===== src/rtl/mult_sequencer_pkg.sv =====
// mult_sequencer_pkg
// Shared constants for the shift-add multiplier: step codes seen by the
// multiplier control decoder, the default operand width, and the phase type
// that the top level decodes from the step code.
package mult_sequencer_pkg;

    localparam int unsigned MUL_WIDTH_DEFAULT = 8;

    localparam logic [3:0] MUL_STEP_LOAD = 4'd0;
    localparam logic [3:0] MUL_STEP_DONE = 4'(MUL_WIDTH_DEFAULT + 1);

    typedef enum logic [1:0] {
        PhIdle,
        PhCalc,
        PhDone,
        PhIllegal
    } mul_phase_e;

    // Done code for an arbitrary operand width (WIDTH+1).
    function automatic logic [3:0] mul_step_done(input int unsigned width);
        return 4'(width + 1);
    endfunction

endpackage


===== src/rtl/mult_sequencer_if.sv =====
// mult_sequencer_if
// Handshake/operand bundle between the ALU operation selector (master) and
// the multiplier sequencer (slave).
//   start    master->slave  operation request
//   a, b     master->slave  multiplicand / multiplier
//   contagem slave->master  current step code
//   busy     slave->master  operation in progress (calc or done)
//   done     slave->master  one-cycle result-valid pulse
//   produto  slave->master  2*WIDTH-bit product
interface mult_sequencer_if #(
    parameter int unsigned WIDTH = 8
);
    logic                 start;
    logic [WIDTH-1:0]     a;
    logic [WIDTH-1:0]     b;
    logic [3:0]           contagem;
    logic                 busy;
    logic                 done;
    logic [2*WIDTH-1:0]   produto;

    modport master (
        output start, a, b,
        input  contagem, busy, done, produto
    );

    modport slave (
        input  start, a, b,
        output contagem, busy, done, produto
    );
endinterface


===== src/rtl/mult_step_counter.sv =====
// mult_step_counter
// 4-bit step counter with asynchronous reset and synchronous clear.
//   clk      system clock, rising edge
//   reset    asynchronous active-high reset
//   inc      advance the count by one
//   clr      synchronous clear to 0 (takes priority over inc)
//   contagem current step code
module mult_step_counter (
    input  logic       clk,
    input  logic       reset,
    input  logic       inc,
    input  logic       clr,
    output logic [3:0] contagem
);
    import mult_sequencer_pkg::*;

    logic [3:0] r_count;

    always_ff @(posedge clk or posedge reset) begin
        if (reset) begin
            r_count <= MUL_STEP_LOAD;
        end else if (clr) begin
            r_count <= MUL_STEP_LOAD;
        end else if (inc) begin
            r_count <= r_count + 4'd1;
        end
    end

    assign contagem = r_count;
endmodule


===== src/rtl/mult_sequencer.sv =====
// mult_sequencer
// Sequential shift-add unsigned multiplier. One operand bit is consumed per
// clock; a full operation takes WIDTH+2 cycles (load, WIDTH calc, done).
//   clk    system clock, rising edge
//   reset  asynchronous active-high reset
//   bus    slave side of mult_sequencer_if (start/a/b in,
//          contagem/busy/done/produto out)
module mult_sequencer #(
    parameter int unsigned WIDTH = mult_sequencer_pkg::MUL_WIDTH_DEFAULT
) (
    input  logic             clk,
    input  logic             reset,
    mult_sequencer_if.slave  bus
);
    import mult_sequencer_pkg::*;

    localparam logic [3:0] STEP_DONE = mul_step_done(WIDTH);
    localparam logic [3:0] STEP_LAST = 4'(WIDTH);

    logic [3:0]         w_count;
    mul_phase_e         w_phase;
    logic               w_inc;
    logic               w_clr;
    logic               w_load;

    logic [WIDTH-1:0]   r_m;
    // {carry, hi, lo}: lo starts as the multiplier and drains out the bottom
    // while the product fills in from the top.
    logic [2*WIDTH:0]   r_acc;

    logic [WIDTH:0]     w_sum;
    logic [2*WIDTH:0]   w_pre_shift;

    mult_step_counter u_counter (
        .clk      (clk),
        .reset    (reset),
        .inc      (w_inc),
        .clr      (w_clr),
        .contagem (w_count)
    );

    // Phase decode and counter control.
    always_comb begin
        w_phase = PhIllegal;
        w_inc   = 1'b0;
        w_clr   = 1'b0;
        w_load  = 1'b0;

        if (w_count == MUL_STEP_LOAD) begin
            w_phase = PhIdle;
        end else if (w_count <= STEP_LAST) begin
            w_phase = PhCalc;
        end else if (w_count == STEP_DONE) begin
            w_phase = PhDone;
        end

        unique case (w_phase)
            PhIdle: begin
                w_load = bus.start;
                w_inc  = bus.start;
            end
            PhCalc:    w_inc = 1'b1;
            PhDone:    w_clr = 1'b1;
            PhIllegal: w_clr = 1'b1;
            default:   w_clr = 1'b1;
        endcase
    end

    // Conditional add of the multiplicand into the high half, then the
    // whole accumulator shifts right in the same edge.
    always_comb begin
        w_sum       = {1'b0, r_acc[2*WIDTH-1:WIDTH]} + {1'b0, r_m};
        w_pre_shift = r_acc;
        if (r_acc[0]) begin
            w_pre_shift = {w_sum, r_acc[WIDTH-1:0]};
        end
    end

    always_ff @(posedge clk or posedge reset) begin
        if (reset) begin
            r_m   <= '0;
            r_acc <= '0;
        end else if (w_load) begin
            r_m   <= bus.a;
            r_acc <= {1'b0, {WIDTH{1'b0}}, bus.b};
        end else if (w_phase == PhCalc) begin
            r_acc <= {1'b0, w_pre_shift[2*WIDTH:1]};
        end
    end

    assign bus.contagem = w_count;
    assign bus.busy     = (w_phase == PhCalc) || (w_phase == PhDone);
    assign bus.done     = (w_phase == PhDone);
    assign bus.produto  = r_acc[2*WIDTH-1:0];
endmodule

===== src/flat_wrapper.sv =====
// flat-port wrapper written by rule: the top's interface ports become plain ports
module mult_sequencer_flat import mult_sequencer_pkg::*;
#(
    parameter int unsigned WIDTH = mult_sequencer_pkg::MUL_WIDTH_DEFAULT
)
  (clk, reset, bus_start, bus_a, bus_b, bus_contagem, bus_busy, bus_done, bus_produto);
  mult_sequencer_if #(.WIDTH(WIDTH)) bus_i ();
  input  logic clk;
  input  logic reset;
  input wire logic [$bits(bus_i.start)-1:0] bus_start;
  input wire logic [$bits(bus_i.a)-1:0] bus_a;
  input wire logic [$bits(bus_i.b)-1:0] bus_b;
  output wire logic [$bits(bus_i.contagem)-1:0] bus_contagem;
  output wire logic [$bits(bus_i.busy)-1:0] bus_busy;
  output wire logic [$bits(bus_i.done)-1:0] bus_done;
  output wire logic [$bits(bus_i.produto)-1:0] bus_produto;
  assign bus_i.start = bus_start;
  assign bus_i.a = bus_a;
  assign bus_i.b = bus_b;
  assign bus_contagem = bus_i.contagem;
  assign bus_busy = bus_i.busy;
  assign bus_done = bus_i.done;
  assign bus_produto = bus_i.produto;
  mult_sequencer #(.WIDTH(WIDTH)) u_core (.clk(clk), .reset(reset), .bus(bus_i));
endmodule

===== config.mk =====
export PLATFORM = sky130hd
export DESIGN_NAME = mult_sequencer_flat
export DESIGN_NICKNAME = d
export VERILOG_FILES = /design/src/rtl/mult_sequencer_pkg.sv /design/src/rtl/mult_sequencer_if.sv /design/src/rtl/mult_step_counter.sv /design/src/rtl/mult_sequencer.sv /design/src/flat_wrapper.sv
export SDC_FILE = /design/constraint.sdc
export NUM_CORES = 1
export LEC_CHECK = 0
export CAP_MARGIN = 0
export CORE_AREA = 2 2 86 88
export CTS_BUF_LIST = sky130_fd_sc_hd__clkbuf_8
export DETAILED_ROUTE_END_ITERATION = 6
export DIE_AREA = 0 0 88 90
export GPL_TIMING_DRIVEN = 1
export PLACE_DENSITY = 0.52
export SETUP_SLACK_MARGIN = 0.2
export SYNTH_ARGS = -nofsm -noshare
export SYNTH_HDL_FRONTEND = slang
export SYNTH_SLANG_ARGS = --single-unit

===== constraint.sdc =====
create_clock -name clk -period 6.5 [get_ports clk]
set_input_delay 0.65 -clock clk [delete_from_list [all_inputs] [get_ports clk]]
set_output_delay 0.65 -clock clk [all_outputs]
set_load 0.05 [all_outputs]

==> metrics.md <==
| Metric | Value |
|---|---|
| Outcome | finished, final reports clean |
| Net Count, Synth | about 220 |
| Vias per cell | roughly 4.3 |
| Max-slew violation count | 0 |
| N_diodes | 0 |
| Worst R2R End | u_core.u_counter.contagem[0] |
| Mean area per synthesized cell | 9.29 µm² |
| Hold Fails Final Rpt | 0 |
| Worst R2R Start | u_core.u_counter.contagem[0] |
| Max_cap viols | 0 |
| Synth Instances | approximately 180 |
| Max Clock Freq | ~300 MHz |
| Pre-antenna DRT Iters | 4 |
| Routed wire length | about 3800 µm |
| DRC | 0 |
| 1st-iter DRT viols | 37 |
| GRT Overall Usage | about a tenth |
| Max transition margin | between 60% and 70% |
| Synth unique cells | 34 |
| Initial Util | 24.0% |
| Num ports | just over 40 |
| Critical Path RT | a little under 6 ns |
| Min-Delay Startpoint | u_core.r_m[0] |
| RSZ-0062 raised after global routing | no |
| Number of cells on the worst hold path | 2 |
| Num Clock Sinks | 28 |
| Tmin final | approximately 3.2 ns |
| Top cells by area, synth | dfrtp_1 42%, ha_1 10%, nand2_1 7.8% |
| Commonest cells in the netlist | 35 x nand2_1, 28 x dfrtp_1, 18 x o21ai_0, 14 x ha_1, 12 x mux2i_1 |
| Synthesized area | 1680 µm² |
| H-tree depth | 1 |
| Antenna-violating nets left | 0 |
| Post-cts gate resize count | 0 |
| Drt wl/cell | approximately 12 µm |
| DP Worst Slack | between 3 and 4 ns |
| Count of flip-flops with a built-in enable after synthesis | 0 |
| Tcrit/Tclk final | approximately 50% |
| Reg2reg setup slack | between 4 and 5 ns |
| Final setup vio count | 0 |
| CP arrival | around 2.6 ns |
| Nets@finish | roughly 250 |
| FF-to-FF path depth | 10 |
| Seq/Total Area, Yosys | roughly two fifths |
| Cts hold-fix bufs | 0 |
| Hold Crit Endpoint | u_core.r_m[0] |
| Core ar. | about 7000 µm² |
| Cell with the most instances after synthesis | nand2_1 |
| Worst-margin pin slew | around 0.58 ns |
| Global route overflow | 0 |
| CP startpoint kind | register |
| Synth Flop Type | dfrtp_1 |
| Postcts setup bufs | 0 |
| First-pass GRT wire length | approximately 6500 µm |
| Root Buffer | clkbuf_8 |
| Yosys top cell by area | dfrtp_1 |
| Worst-path cell chain | inv_1 -> ha_1 -> a21boi_1 -> inv_1 -> ha_1 -> clkdlybuf4s50_1 |
| Final Skew | roughly 0.0017 ns |
| Area growth syn-to-layout | 34.6% |
| Die ar. | slightly below 8000 µm² |
| Slowest stage delay, CP | between 0.7 and 0.8 ns |
| Detail Placement HPWL | about 2700 µm |
| Initial antenna violation count | 0 |
| Port buffer count | 40 |
| Clock Latency Late Sink | about 0.28 ns |
| Die Y | around 90 µm |
| Worst-path clk slew | about 0.10 ns |
| Crit-path max FO | 5 |
| Vias | approximately 1.4k |
| Flops & latches, synth | 28 |
| Final WS setup | 3.25 ns |
| Share of cells above drive strength 1 | 5.48% |
| Synth top area share | about two fifths |
| Fillers | roughly 750 |
| CP max stage cell | clkdlybuf4s50_1 |
| Synth warn | 0 |
| Top delay family on crit path | buffers and inverters |
| TritonCTS clock tree | done |
| CTS Buf Count | 3 |
| Vias in the first global route | 1,372 |
| Site Rows | 31 |
| CP endpoint kind | primary output |
| WP buf/inv | 3 |
| Setup TNS | 0 ns |
| Final RePlAce weighted congestion | slightly below 0.8 |
| Worst hold path type | reg2reg |
| Crit path kind | reg2out |
| CTS Buffer Depth | 2 |
| Asr flop ratio synth | 100% |
| Largest net degree at the start of global routing | 33 |
| Die X | 88 µm |
[layout by cell type (no fill, tap or decap), types with 2 or more instances in the layout]
master           count
clkdlybuf4s50_1     40
nand2_1             35
dfrtp_1             28
o21ai_0             18
ha_1                14
mux2i_1             12
inv_1               10
nor2_1               8
a21oi_1              6
xnor2_1              5
nand3_1              5
a211oi_1             4
nand3b_1             3
clkbuf_8             3
buf_4                3
o22ai_1              2
a21o_1               2
a31oi_1              2
nand2b_1             2
[through the flow]
step / area [µm²] / hold WS, ns / std cells / utilization, %
floorplan: 1680 / 0.450 / 181 / -
global placement: 2190 / 0.465 / 314 / 31.2
detailed placement: 2190 / 0.468 / 314 / 31.2
CTS: 2260 / 0.495 / 318 / 32.2
global route: 2260 / 0.532 / 318 / 32.2
finish: 2260 / 0.490 / 318 / 32.2
[routing by layer]
layer	GRT usage [%]	share of wire, %	up-vias
met4	3.08	1.2	0
li1	-	-	699
met2	16.6	48	19
met3	1.74	2.8	5
met1	13.9	48	643
met5	0	0	-
[logic make-up (layout without fill, tap and decap cells)]
family,after synthesis,after routing,synth area share (%)
xor gates and xnor gates,6,6,3.12
DFF,28,28,41.7
and+or+nand+nor,57,57,15.1
muxes,13,13,7.81
AOI/OAI and AO/OA,43,43,16.3
adders and majority gates,15,15,11.6
buffers and inverters,19,57,4.39
[sequential cells by signal (all words and copies together), names as in the netlist]
signal,count
u_core.r_acc,16
u_core.r_m,8
u_core.u_counter.contagem,4
[layout make-up]
class                      count  area [µm²]  share of cell area [%]
multi-input combinational    134         907                    40.1
timing repair buffer          43         423                    18.7
tap                           99         124                    5.47
clock inverter                 1        30.0                    1.33
clock buffer                   3        41.3                    1.82
sequential                    28         701                    31.0
inverter                      10        37.5                    1.66
[tightest hold or removal path: stages, from the launching register on]
cell	delay (ns)
dfrtp_1	0.36
nand2_1	0.05
nand2_1	0.05
[worst max path at each step]
stage	cells past startpoint	slack [ns]	start	end
4_1_cts	6	3.24	u_core.u_counter.contagem[0]	bus_busy
5_1_grt	6	3.08	u_core.u_counter.contagem[0]	bus_busy
2_1_floorplan	5	3.87	u_core.u_counter.contagem[0]	bus_busy
3_5_place_dp	6	3.57	u_core.u_counter.contagem[0]	bus_busy
6_report	6	3.25	u_core.u_counter.contagem[0]	bus_busy
3_3_place_gp	6	3.62	u_core.u_counter.contagem[0]	bus_busy
Power is left out: the tool's default activity adds up to more than one toggle a clock period on the data nets, which glitch-free logic cannot reach.
==> edit 1 (config.mk and constraints unchanged) <==
Change the package constant `MUL_WIDTH_DEFAULT` from 8 to 6.
--- a/src/rtl/mult_sequencer_pkg.sv
+++ b/src/rtl/mult_sequencer_pkg.sv
@@ -4,7 +4,7 @@
 // that the top level decodes from the step code.
 package mult_sequencer_pkg;
 
-    localparam int unsigned MUL_WIDTH_DEFAULT = 8;
+    localparam int unsigned MUL_WIDTH_DEFAULT = 6;
 
     localparam logic [3:0] MUL_STEP_LOAD = 4'd0;
     localparam logic [3:0] MUL_STEP_DONE = 4'(MUL_WIDTH_DEFAULT + 1);
Interface: changed (resized bus_a, bus_b and bus_produto); port bits go from 41 to 33. No check against the original RTL was run, so the function may have changed too.
==> edit 1 against the unedited design <==
- setup slack better by 0.048 ns
- design area is 22% lower
- first-iteration DRC count is 46% higher
- non-clock buffer count is 11 lower
- global-route usage is 1.9 points lower
- routed wire length is 16% lower
- area after synthesis is 23% lower
- hold slack worse by 0.0067 ns
- sequential cell count is 6 lower
==> edit 1: results (changes against the unedited design) <==
- Post-CTS setup buffer count: 0 (unchanged)
- Final Hold Viols: 0 (unchanged)
- Critical path origin: u_core.u_counter.contagem[0]$_DFFE_PP0P_
- # H-tree levels: 1 (unchanged)
- Status: complete, no violations
- Synth cell types: 33 (-2.9%)
- GRT Overall Usage: 8.40% (-1.9 points)
- Routability cong.: 0.805 (+1.9%)
- Clk_buf instances: 3 (unchanged)
- Count of non-CTS buffers in the layout: 32 (-26%)
- Switching Power: slightly above 500 uW
- FF/Latch Area: 551 um^2 (-21%)
- Multi-In Gates: 105 (-22%)
- Root Driver: clkbuf_8
- Syn. warnings: 0 (unchanged)
- Comb pwr: about 640 uW
- Cts repair resizes: 0 (unchanged)
- Top cells by area, synth: dfrtp_1, ha_1, nand2_1
- Post-synth top flop: dfrtp_1
- FFs & Latches: 22 (-21%)
- Detailed Route Iter0 Violations: 54 (+46%)
- Post-synthesis sequential area ratio: 42.5% (+0.85 points)
- Routed vias: 1,040 (-24%)
- Worst slew pin tran: 0.946 ns (+0.369 ns)
- Syn Nets: 167 (-22%)
- Clock buffer depth: 2 (unchanged)
- CP Capture Point: bus_busy
- Crit path max fanout: 5 (unchanged)
- Share of layout cells above drive strength 1: 2.38% (-3.1 points)
- Multi-input combinational area share: 39.7% (-0.38 points)
- Hpwl dp: 2310 um (-15%)
- Hold path start: u_core.r_m[0]$_DFFE_PP0P_
- Critical Path AT: 2.55 ns (-0.05 ns)
- Reg clk slew, reported paths: 0.08 ns (-0.02 ns)
- Worst clock skew: 0.00244 ns (+0.000747 ns)
- Worst r2r dst: u_core.u_counter.contagem[0]$_DFFE_PP0P_
- Max FFs per register: 12 (-4)
- Diodes inserted: 0 (unchanged)
- Top reg by flops: u_core.r_acc
- R2R depth: 9 (-1)
- Routed wire length: 3220 um (-16%)
- First-pass GRT wire length: 5170 um (-21%)
- Static Leakage: between 0.7 and 0.8 nW
- Pin count of the biggest net entering global routing: 28 (-15%)
- Filler cells: 762 (+1.3%)
- Nets: 198 (-22%)
- Fraction of area in non-clock buffers: 18.2% (-0.44 points)
- Logic inverters: 6 (-4)
- Synth top cells by count: nand2_1, dfrtp_1, ha_1
- Worst hold-check path type: reg2reg
- Final setup TNS: 0 ns (unchanged)
- # port buffers: 32 (-20%)
- Worst-Skew Late Latency: 0.26 ns (-0.02 ns)
- FF-to-FF setup slack: 3.80 ns (-0.41 ns)
- ClkCell Share: 2.35% (-0.80 points)
## edit 1: cell types whose count changed in the layout (fill, tap and decap cells not counted), sizes merged, moves of 3 or more
cell / delta
clkdlybuf4s50: -8
nand3: -3
a211oi: -4
buf: -3
inv: -4
nand2: -5
xnor2: -3
o21ai: -7
dfrtp: -6
## edit 1: cell families (layout without fill, tap and decap cells)
family | count (synthesis) | count (layout) | synth area share, %
adders and majority gates | 13 | 13 | 13.1
buffers and inverters | 12 | 41 | 3.67
xor gates and xnor gates | 4 | 4 | 2.71
and+or+nand+nor | 53 | 53 | 18.5
DFF | 22 | 22 | 42.5
muxes | 10 | 10 | 7.73
AOI/OAI and AO/OA | 25 | 25 | 11.8
## edit 1: routing by layer
| layer | GRT usage, % | up-vias | wire length [um] |
|---|---|---|---|
| met5 | 0 | - | 0 |
| met4 | 2.69 | 0 | 21 |
| met3 | 2.11 | 2 | 169 |
| met2 | 12.5 | 31 | 1470 |
| met1 | 11.8 | 475 | 1560 |
| li1 | - | 532 | - |
## edit 1: stage by stage
| stage | setup slack, ns | instances | hold slack, ns | cell area (um^2) | power (mW) |
|---|---|---|---|---|---|
| 6_report | 3.30 | 267 | 0.483 | 1760 | 0.990 |
| 5_1_grt | 3.15 | 267 | 0.502 | 1760 | 1.07 |
| 4_1_cts | 3.29 | 267 | 0.488 | 1760 | 1.01 |
| 3_5_place_dp | 3.61 | 264 | 0.469 | 1710 | 0.914 |
| 3_3_place_gp | 3.65 | 264 | 0.465 | 1710 | 0.909 |
| 2_1_floorplan | 3.87 | 139 | 0.450 | 1290 | 0.732 |
## edit 1: tightest hold or removal path: cells and delay by family (launching register included)
family	cells	cell delay (ns)
DFF	1	0.35
and+or+nand+nor	2	0.10
==> edit 2 (same flow settings) <==
Without the edit above. Make the reset (`reset`) synchronous in 2 clocked blocks. Comments in the files are not updated.
--- a/src/rtl/mult_step_counter.sv
+++ b/src/rtl/mult_step_counter.sv
@@ -16,7 +16,7 @@
 
     logic [3:0] r_count;
 
-    always_ff @(posedge clk or posedge reset) begin
+    always_ff @(posedge clk) begin
         if (reset) begin
             r_count <= MUL_STEP_LOAD;
         end else if (clr) begin
--- a/src/rtl/mult_sequencer.sv
+++ b/src/rtl/mult_sequencer.sv
@@ -76,7 +76,7 @@
         end
     end
 
-    always_ff @(posedge clk or posedge reset) begin
+    always_ff @(posedge clk) begin
         if (reset) begin
             r_m   <= '0;
             r_acc <= '0;
Function: differs if reset is asserted again (counterexample within 4 cycles, from zero or initial values and one cycle with reset high); with reset held inactive, the same outputs for 4 cycles.
==> edit 2 against the unedited design <==
- sequential cell count is the same
- area after synthesis decreased by 0.15%
- critical endpoint is now bus_done
- setup slack improved by 0.15 ns
- design area down 4.5%
- critical path depth stayed put
- first-iteration DRC count is 22% lower
- routed wire length increased by 2.1%
==> edit 2: results (changes against the unedited design) <==
- FF-to-FF setup slack: 3.63 ns (-0.58 ns)
- Share of layout cells above drive strength 1: 4.42% (-1.1 points)
- Critical path origin: u_core.u_counter.contagem[0]$_SDFFE_PP0P_
- Crit path max fanout: 6 (+1)
- Nets: 262 (+3.1%)
- Met3 wire len: 180 um (+65%)
- Hold slack: 0.465 ns (-0.0250 ns)
- Synth cell types: 42 (+24%)
- Top cells by area, synth: dfxtp_1, ha_1, mux2i_1
- XOR/XNOR share of the synthesized area: 1.56% (-1.6 points)
- Status: complete, no violations
- Metal-1 WL: 1920 um (+4.8%)
- Post-Place Cells: 321 (+2.2%)
- Met2 WL: 1790 um (-2.6%)
- Routed vias: 1,393 (+2.0%)
- Crit path largest cell delay: 0.81 ns (+0.02 ns)
- Syn Nets: 234 (+8.8%)
- Filler cells: 742 (-1.3%)
- M1 GR Usage: 13.9% (-0.026 points)
- Vias in the first global route: 1,425 (+3.9%)
- Post-synth ARST share: 0% (-100 points)
- Routing usage on met2: 16.5% (-0.13 points)
- Design area: 0.00216 mm^2 (-4.5%)
- Detailed Route Iter0 Violations: 29 (-22%)
- Min-Delay Endpoint: u_core.r_m[7]$_SDFFE_PP0P_
- Worst r2r dst: u_core.u_counter.contagem[2]$_SDFFE_PP0P_
- Worst clock skew: 0.00481 ns (+0.00311 ns)
- Hpwl dp: 2830 um (+3.5%)
- CP Capture Point: bus_done
==> edit 2: cell count changes after synthesis, moves of 12 or more <==
cell	change
dfxtp_1	+28
nor2_1	+16
a21oi_1	+12
dfrtp_1	-28
o21ai_0	-12
nand2_1	-15
==> edit 2: area by class of cell <==
cell class	instances	area [um^2]	share of cell area (%)
Inverter	10	37.5	1.74
Multi-Input combinational cell	144	985	45.5
Sequential cell	28	561	25.9
Tap cell	99	124	5.73
Timing Repair Buffer	40	400	18.5
Clock buffer	4	55.1	2.55
==> edit 2: worst register-to-register path, cell delays in order (launching register included) <==
cell and delay [ns]:
dfxtp_1 0.44, inv_1 0.08, ha_1 0.23, nand2b_1 0.08, a21oi_1 0.10, inv_1 0.10, ha_1 0.89, a2bb2oi_1 0.47
nand2_1 0.12, xnor2_1 0.13, nor2b_1 0.13
